File: config.mk
export PLATFORM = sky130hd
export DESIGN_NAME = sms_sbox_layer_serial
export DESIGN_NICKNAME = d
export VERILOG_FILES = /design/src/rtl/sms_pkg.sv /design/src/rtl/sms_sbox6.sv /design/src/rtl/sms_sbox_layer_serial.sv
export SDC_FILE = /design/constraint.sdc
export NUM_CORES = 1
export LEC_CHECK = 0
export BUFFER_PORTS_ARGS = -buffer_cell sky130_fd_sc_hd__buf_2
export CAP_MARGIN = 25
export CORE_UTILIZATION = 59
export CTS_CLUSTER_DIAMETER = 100
export DETAILED_ROUTE_END_ITERATION = 12
export PLACE_DENSITY = 0.84
export SLEW_MARGIN = 10
export SYNTH_ARGS = -nofsm -noshare
export SYNTH_HDL_FRONTEND = slang
export SYNTH_SLANG_ARGS = --single-unit
File: constraint.sdc
create_clock -name clk -period 10.2 [get_ports clk]
set_input_delay 1.02 -clock clk [delete_from_list [all_inputs] [get_ports clk]]
set_output_delay 1.02 -clock clk [all_outputs]
set_load 0.01 [all_outputs]
File: src/rtl/sms_pkg.sv
`default_nettype none
// ============================================================================
// Module   : sms_pkg
// Brief    : Shared types and constants for the serial S-box layer: word
//            width, FSM encoding, default word count and a reference x^17
//            table over GF(2^6) with field polynomial x^6 + x + 1.
// Revision : 1.0 - initial release
// ============================================================================
package sms_pkg;

   localparam int WORD_W         = 6;
   localparam int NWORDS_DEFAULT = 8;

   typedef enum logic [1:0] {
      IDLE = 2'd0,
      RUN  = 2'd1,
      DONE = 2'd2
   } sms_state_e;

   // S(x) = x^17 in GF(2^6) mod x^6 + x + 1, indexed by x.
   localparam logic [WORD_W-1:0] SBOX_TABLE [64] = '{
      6'h00, 6'h01, 6'h26, 6'h36, 6'h24, 6'h28, 6'h1F, 6'h02,
      6'h2B, 6'h2F, 6'h09, 6'h1C, 6'h30, 6'h39, 6'h0F, 6'h17,
      6'h20, 6'h33, 6'h3E, 6'h3C, 6'h1A, 6'h04, 6'h19, 6'h16,
      6'h0E, 6'h18, 6'h14, 6'h13, 6'h0B, 6'h10, 6'h0C, 6'h06,
      6'h35, 6'h32, 6'h27, 6'h31, 6'h23, 6'h29, 6'h2C, 6'h37,
      6'h08, 6'h0A, 6'h1E, 6'h0D, 6'h21, 6'h2E, 6'h2A, 6'h34,
      6'h2D, 6'h38, 6'h07, 6'h03, 6'h25, 6'h3D, 6'h12, 6'h1B,
      6'h15, 6'h05, 6'h3B, 6'h3A, 6'h22, 6'h3F, 6'h11, 6'h1D
   };

   function automatic logic [WORD_W-1:0] sbox_ref(input logic [WORD_W-1:0] x);
      return SBOX_TABLE[x];
   endfunction

endpackage
`default_nettype wire

File: src/rtl/sms_sbox6.sv
`default_nettype none
// ============================================================================
// Module   : sms_sbox6
// Brief    : Combinational x^17 S-box over GF(2^6) (poly x^6 + x + 1).
//            The input is mapped into GF((2^3)^2) with GF(8) = GF(2)[w]/
//            (w^3 + w + 1) and extension y^2 + y + 1. There x^17 = N(x) *
//            conj(x), where N(x) = x^9 = a^2 + ab + b^2 for x = a*y + b and
//            conj(x) = x^8 = a*y + (a + b). The result is mapped back.
// Revision : 1.0 - initial release
// ============================================================================
module sms_sbox6
   import sms_pkg::*;
(
   input  logic [WORD_W-1:0] i_data,
   output logic [WORD_W-1:0] o_data
);

   // GF(8) product reduced with w^3 = w + 1, w^4 = w^2 + w.
   function automatic logic [2:0] gf8_mul(input logic [2:0] a, input logic [2:0] b);
      logic [4:0] p;
      p[0] = a[0] & b[0];
      p[1] = (a[1] & b[0]) ^ (a[0] & b[1]);
      p[2] = (a[2] & b[0]) ^ (a[1] & b[1]) ^ (a[0] & b[2]);
      p[3] = (a[2] & b[1]) ^ (a[1] & b[2]);
      p[4] = a[2] & b[2];
      return {p[2] ^ p[4], p[1] ^ p[3] ^ p[4], p[0] ^ p[3]};
   endfunction

   // GF(8) square: linear, a0 + a1*w^2 + a2*(w^2 + w).
   function automatic logic [2:0] gf8_sq(input logic [2:0] a);
      return {a[1] ^ a[2], a[2], a[0]};
   endfunction

   logic [2:0] w_a;
   logic [2:0] w_b;
   logic [2:0] w_n;
   logic [2:0] w_ao;
   logic [2:0] w_bo;

   // Standard basis -> tower basis (x = a*y + b); y maps to alpha^21 and
   // w maps to alpha^54.
   assign w_a = {i_data[3] ^ i_data[4] ^ i_data[1] ^ i_data[5],
                 i_data[2] ^ i_data[1] ^ i_data[5],
                 i_data[5]};
   assign w_b = {i_data[4] ^ i_data[1],
                 i_data[1] ^ i_data[5],
                 i_data[0] ^ i_data[1] ^ i_data[2] ^ i_data[4] ^ i_data[5]};

   // Norm into GF(8), then multiply by the conjugate.
   assign w_n  = gf8_sq(w_a) ^ gf8_mul(w_a, w_b) ^ gf8_sq(w_b);
   assign w_ao = gf8_mul(w_n, w_a);
   assign w_bo = gf8_mul(w_n, w_a ^ w_b);

   // Tower basis -> standard basis.
   assign o_data = {w_ao[0],
                    w_bo[1] ^ w_bo[2] ^ w_ao[0],
                    w_bo[2] ^ w_ao[0] ^ w_ao[2],
                    w_bo[1] ^ w_ao[1],
                    w_bo[1] ^ w_ao[0],
                    w_bo[0] ^ w_bo[1] ^ w_bo[2] ^ w_ao[0] ^ w_ao[1]};

endmodule
`default_nettype wire

File: src/rtl/sms_sbox_layer_serial.sv
`default_nettype none
// ============================================================================
// Module   : sms_sbox_layer_serial
// Brief    : Serial substitution layer. One shared S-box processes the low
//            word of a rotating shift register each cycle; after NWORDS
//            shifts every word is substituted and back in place. Valid/ready
//            on both sides, with a zero-bubble handoff from DONE into RUN.
// Revision : 1.0 - initial release
// ============================================================================
module sms_sbox_layer_serial
   import sms_pkg::*;
#(
   parameter int NWORDS = NWORDS_DEFAULT,
   parameter int CNT_W  = $clog2(NWORDS)
) (
   input  logic                     clk,
   input  logic                     rst,
   input  logic                     in_valid,
   output logic                     in_ready,
   input  logic [WORD_W*NWORDS-1:0] in_data,
   output logic                     out_valid,
   input  logic                     out_ready,
   output logic [WORD_W*NWORDS-1:0] out_data,
   output logic                     busy
);

   localparam int               ST_W     = WORD_W * NWORDS;
   localparam logic [CNT_W-1:0] CNT_LAST = CNT_W'(NWORDS - 1);

   sms_state_e        state_q, state_d;
   logic [ST_W-1:0]   st_q, st_d;
   logic [ST_W-1:0]   res_q, res_d;
   logic [CNT_W-1:0]  cnt_q, cnt_d;
   logic [WORD_W-1:0] w_sbox_out;
   logic [ST_W-1:0]   w_shift;

   sms_sbox6 u_sbox (
      .i_data (st_q[WORD_W-1:0]),
      .o_data (w_sbox_out)
   );

   // Substituted low word enters at the top; the rest rotate down one word.
   assign w_shift  = {w_sbox_out, st_q[ST_W-1:WORD_W]};
   // Result lives in its own register so out_data keeps the last result
   // while the next state is being shifted.
   assign out_data = res_q;

   // Next-state, datapath updates and handshake outputs.
   always_comb begin
      state_d   = state_q;
      st_d      = st_q;
      res_d     = res_q;
      cnt_d     = cnt_q;
      in_ready  = 1'b0;
      out_valid = 1'b0;
      busy      = 1'b0;
      case (state_q)
         IDLE: begin
            in_ready = 1'b1;
            if (in_valid) begin
               st_d    = in_data;
               cnt_d   = '0;
               state_d = RUN;
            end
         end
         RUN: begin
            busy  = 1'b1;
            st_d  = w_shift;
            cnt_d = cnt_q + CNT_W'(1);
            if (cnt_q == CNT_LAST) begin
               res_d   = w_shift;
               cnt_d   = '0;
               state_d = DONE;
            end
         end
         DONE: begin
            out_valid = 1'b1;
            in_ready  = out_ready;
            if (out_ready) begin
               if (in_valid) begin
                  st_d    = in_data;
                  cnt_d   = '0;
                  state_d = RUN;
               end else begin
                  state_d = IDLE;
               end
            end
         end
         default: state_d = IDLE;
      endcase
   end

   // State, shift register, result and counter; reset discards any work.
   always_ff @(posedge clk or posedge rst) begin
      if (rst) begin
         state_q <= IDLE;
         st_q    <= '0;
         res_q   <= '0;
         cnt_q   <= '0;
      end else begin
         state_q <= state_d;
         st_q    <= st_d;
         res_q   <= res_d;
         cnt_q   <= cnt_d;
      end
   end

   // The word counter must stay within 0..NWORDS-1.
   cnt_range_a: assert property (@(posedge clk) disable iff (rst)
      ({1'b0, cnt_q} < (CNT_W + 1)'(NWORDS)));

endmodule
`default_nettype wire

---- After elaboration in Yosys (flattened, before gate mapping) ----
Cells that the tools add are included.
word-level totals
  bits in registers ....................... 101
  latch bits .............................. 0
  memory bits (writable) .................. 0
  memory bits (read-only) ................. 0
  input bits .............................. 52
  output and inout bits ................... 51
  logic and storage cells ................. 108
  memories kept ........................... 0
cells by class
  $add $sub $neg .......................... 1
  multiply operators ...................... 0
  div/mod/pow operators ................... 0
  order comparisons ....................... 0
  equality and inequality tests ........... 6
  shifts and indexed selects .............. 0
  multiplexer cells ....................... 15
  bitwise operators ....................... 77
  reductions and logical operators ........ 5
operators with widths
  kind                                                              number
  48-bit case mux with 3 select lines                               1
  48-bit two-way mux                                                2
  1-bit XOR                                                         47
  1-bit AND                                                         27
  3-bit two-way mux                                                 3
  3-bit case mux with 3 select lines                                1
  3-bit XOR                                                         3
  2-bit two-way mux                                                 3
  2-bit inequality test (second input constant)                     3
  2-bit case mux with 3 select lines                                1
  2-bit AND reduction                                               2
  3-bit by 1-bit adder with 3-bit output (second input constant)    1
  3-bit == test (second input constant)                             1
  1-bit two-way mux                                                 3
  3-bit AND reduction                                               1
  3-bit nonzero test                                                1
  2-bit by 1-bit == test with 1-bit output (second input constant)  1
  2-bit == test (second input constant)                             1
  2-bit logical NOT                                                 1
  1-bit case mux with 2 select lines                                1

---- Longest topological paths before layout ----
  depth in word-level cells ............... 19
  gate-level depth with buffers ........... 15
  depth with buffers taken out ............ 14

---- Cells and area by module ----
Synthesis repeated with hierarchy kept, for this count alone.
unflattened totals
  cells, all modules ...................... 401
  area, all modules ....................... 5391.4 µm²
modules (own cells, without submodules)
  module                 instances  cells an instance  area an instance (µm²)  sequential area each (µm²)
  sms_sbox_layer_serial  1          280                4466.8                  2527.4
  sms_sbox6              1          121                924.6                   0.0

---- Least setup slack after synthesis ----
Ideal clock, no wire load.
  path type ............................... register -> register
  start ................................... reg st_q[2]
  end ..................................... reg st_q[42]
  setup time .............................. 0.128 ns
  arrival time ............................ 3.504 ns
  required time ........................... 10.072 ns
  setup slack ............................. 6.569 ns
  cell stages (with the launch flop) ...... 16
  buffers on the path ..................... 1
  period minus slack after synthesis ...... 3.631 ns
  cell sequence ........................... dfrtp_1 -> buf_2 -> xnor2_4 -> xnor2_1 -> ha_1 -> xor2_1 -> xnor2_1 -> inv_1 -> a21oi_1 -> nor4_1 -> nor4_2 -> xnor2_1 -> xor2_1 -> xnor2_2 -> xnor2_1 -> a21oi_1
on the way
  cells in the longest elaborated chain, start to end .. 18
  elaborated cells on any way between the ends .. 55
  those cells by class .................... 1 x mux; 54 x bitwise
RTL lines
  item                                   line                              source
  from (decl)                            sms_sbox_layer_serial.sv:31       logic [ST_W-1:0] st_q, st_d;
  from (signal assigned)                 sms_sbox_layer_serial.sv:102      st_q <= st_d;
  1-bit XOR (3 in series)                sms_sbox6.sv:47                   i_data[0] ^ i_data[1] ^ i_data[2] ^ i_data[4] ^ i_data[5]};
  1-bit AND (on tied branches)           sms_sbox6.sv:22, sms_sbox6.sv:23
  1-bit XOR (on tied branches)           sms_sbox6.sv:22, sms_sbox6.sv:23
  1-bit XOR (on tied branches)           sms_sbox6.sv:26, sms_sbox6.sv:23
  1-bit XOR                              sms_sbox6.sv:26                   return {p[2] ^ p[4], p[1] ^ p[3] ^ p[4], p[0] ^ p[3]};
  3-bit XOR (2 in series)                sms_sbox6.sv:50                   assign w_n = gf8_sq(w_a) ^ gf8_mul(w_a, w_b) ^ gf8_sq(w_b);
  1-bit AND (on tied branches)           sms_sbox6.sv:22, sms_sbox6.sv:24
  1-bit XOR (on tied branches)           sms_sbox6.sv:22, sms_sbox6.sv:24
  1-bit XOR (2 in series)                sms_sbox6.sv:26
  1-bit XOR (3 in series)                sms_sbox6.sv:60                   w_bo[0] ^ w_bo[1] ^ w_bo[2] ^ w_ao[0] ^ w_ao[1]};
  1-bit XOR *                            sms_sbox6.sv:60
  48-bit case mux with 3 select lines *  sms_sbox_layer_serial.sv:57       case (state_q)
Every way passes the cells marked *; elsewhere a longest branch is shown, timed or not.
A chain may end at the register's enable or synchronous reset.

---- Final worst setup path ----
Ends and elaborated chain as after synthesis.

==> results by group <==
Routing
  – DR iter-0 viols: a little under 300
  – Antenna viol nets, final: 0
  – Via count: ~4300
  – Residual DRC: 0
  – Drt first pass iters: 5
  – Drt total wl: 12300 um
  – Via/cell ratio: 5.85
  – Drt wl/cell: between 15 and 20 um

Critical path
  – Critical path class: flop to flop
  – CP endpoint kind: flop
  – Crit start category: flop
  – Peak fanout along the critical path: 15
  – Arr. time, crit path: 4.57 ns
  – Req. time, crit path: about 10 ns

CTS
  – Clock Pin Slew Worst Setup and Hold Paths: roughly 0.11 ns
  – Cts hold-fix bufs: 0
  – CTS max path bufs: 2
  – Setup bufs post-CTS: 0
  – CTS tree: built
  – CTS buffer count: 9
  – H-Tree Depth: 3
  – Clock Sinks: approximately 100
  – Clock root buffer master: clkbuf_8
  – Clock latency on the worst-skew pair: ~0.38 ns
  – Post_cts resized: 0

Place
  – Hpwl dp: about 8600 um
  – PortBufs: between 100 and 150
  – Placed cell count: 716
  – Global placer's final weighted congestion: approximately 0.84

Yosys
  – Cell with the most instances after synthesis: nand2_1
  – Syn_area_per_cell: between 9 and 10 um2
  – Cells taking the most area after synthesis: dfrtp_1 47%, mux2_2 9.5%, nand2_1 8.1%, a31oi_1 5.1%, nor2_1 4.0%
  – Post-synth EDFFs: 0
  – Post-synth ARST share: 100%
  – Post-Syn Area: about 5400 um2
  – Yosys top cell area share: a little under half
  – Top_reg_cell synth: dfrtp_1
  – Number of distinct library cells after synthesis: 54
  – Syn Inst Count: roughly 540
  – Leading area contributor after synthesis: dfrtp_1
  – Post-synthesis sequential area ratio: roughly 47%
  – Yosys warning count: 0
  – Syn_nets: 594
  – Top cells by count, synth: 116 x nand2_1, 101 x dfrtp_1, 57 x nor2_1, 45 x mux2_2, 44 x a31oi_1
  – Seq cells post-synth: 101

STA
  – Pin slew with the least headroom to its limit: ~1 ns
  – Slew HR: 34.5%
  – Slew Viols, Final: 0
  – RSZ-0062 raised after global routing: no
  – TNS Setup: 0 ns
  – Fin crit period: 4.33 ns
  – Hold_ws: approximately 0.49 ns
  – Tcrit/Tclk final: 42.4%
  – Achievable frequency: roughly 230 MHz
  – Worst clock skew: around 0.016 ns
  – Setup-failing EPs final: 0
  – Final hold viol count: 0

Floorplan
  – Row count: 34
  – Core area: ~8800 um2
  – Die area: 9450 um2
  – Initial core utilization: 61.1%
  – Die H: around 97 um
  – Die width: about 100 um
  – # IOs: 103

Global routing
  – Vias in the first global route: 4350
  – Largest net degree at the start of global routing: 99
  – Global route overflow: 0
  – Antenna violations before repair: 1
  – Global-route wire length before repair: roughly 21000 um
  – Global-route usage over all layers: between 20 and 30%

Final layout
  – Post-Layout Cell Count: between 700 and 800
  – Layout Nets: around 680
  – Area delta synth->final: 14.1%
  – N_diodes: 0
  – Fillcell total: 673
  – Share of cells above drive strength 1: ~31%

Min path
  – Hold/Removal Path Class: flop to flop

Outcome
  – Status: completed

Job
  – Max-Cap Viols: 0
sequential cells by signal, summed over array words and instances, names as in the netlist:
name / count
state_q: 2
out_data: 48
cnt_q: 3
st_q: 48
worst max-delay path, stage by stage (launching register included):
cell     delay [ns]
dfrtp_1        0.52
xnor2_4        0.36
xnor2_1        0.12
ha_1           0.67
xor2_1         0.20
xnor2_1        0.50
inv_1          0.11
a21oi_1        0.27
nor4_1         0.12
nor4_2         0.40
xnor2_1        0.18
xor2_1         0.31
xnor2_2        0.18
xnor2_1        0.16
a21oi_1        0.09
cells in the final DEF, fill, tap and decap left out, types with 4 or more instances in the layout:
cell,instances
dfrtp_1,101
a31oi_1,44
xnor2_1,21
o21ai_0,8
nor2_1,57
inv_1,6
xnor2_2,5
and3_1,4
mux2_2,45
o22ai_1,4
nand2_1,115
buf_2,102
nor3_1,6
clkbuf_8,9
ha_1,5
a21oi_1,10
xor2_1,12
nand3_1,6
mux2i_1,5
xor2_2,4
final timing paths:
path                                           from                        to  slack, ns  cells after the start
min in group asynchronous                       rst      st_q[31]$_DFFE_PP0P_       0.68                      2
setup reg to reg                st_q[2]$_DFFE_PP0P_      st_q[42]$_DFFE_PP0P_       5.87                     14
hold reg to reg            out_data[43]$_DFFE_PP0P_  out_data[43]$_DFFE_PP0P_       0.49                      2
max in group asynchronous                       rst   out_data[2]$_DFFE_PP0P_       8.42                      3
hold / removal             out_data[43]$_DFFE_PP0P_  out_data[43]$_DFFE_PP0P_       0.49                      2
setup / recovery                st_q[2]$_DFFE_PP0P_      st_q[42]$_DFFE_PP0P_       5.87                     14
cell families (layout without fill, tap and decap cells):
| kind of cell | after synthesis | in the layout | synth area share [%] |
|---|---|---|---|
| AOI/OAI and AO/OA | 87 | 87 | 11.3 |
| DFF | 101 | 101 | 47.2 |
| adders and majority gates | 5 | 5 | 1.17 |
| xor gates and xnor gates | 46 | 46 | 10.0 |
| buffers and inverters | 43 | 130 | 3.32 |
| and+or+nand+nor | 204 | 204 | 16.3 |
| muxes | 51 | 51 | 10.7 |
cell type report:
| class | count | area (um2) | share of cell area (%) |
|---|---|---|---|
| Multi-Input combinational cell | 393 | 2660 | 43.5 |
| Sequential cell | 101 | 2530 | 41.4 |
| Timing Repair Buffer | 105 | 533 | 8.73 |
| Tap cell | 108 | 135 | 2.21 |
| Clock buffer | 9 | 124 | 2.03 |
| Clock inverter | 7 | 91.3 | 1.50 |
| Inverter | 9 | 38.8 | 0.635 |
through the flow:
stage | setup WS [ns] | util (%) | instance area, um2
3_3_place_gp | 5.94 | 67.2 | 5890
3_5_place_dp | 5.87 | 67.2 | 5890
6_report | 5.87 | 69.7 | 6110
2_1_floorplan | 6.53 | - | 5350
5_1_grt | 5.38 | 69.7 | 6110
4_1_cts | 5.85 | 69.7 | 6110
per-layer routing:
metal  vias to the layer above  routed length, um  GRT usage (%)
met5                         -                  0              0
met4                         0                230           8.60
met3                        21                626           4.75
met2                       142               6000           45.3
met1                      2116               5440           37.1
li1                       2000                  -              -
Power is not shown: default switching activity piles up to over one toggle a cycle in this logic, so the estimate is an artifact.
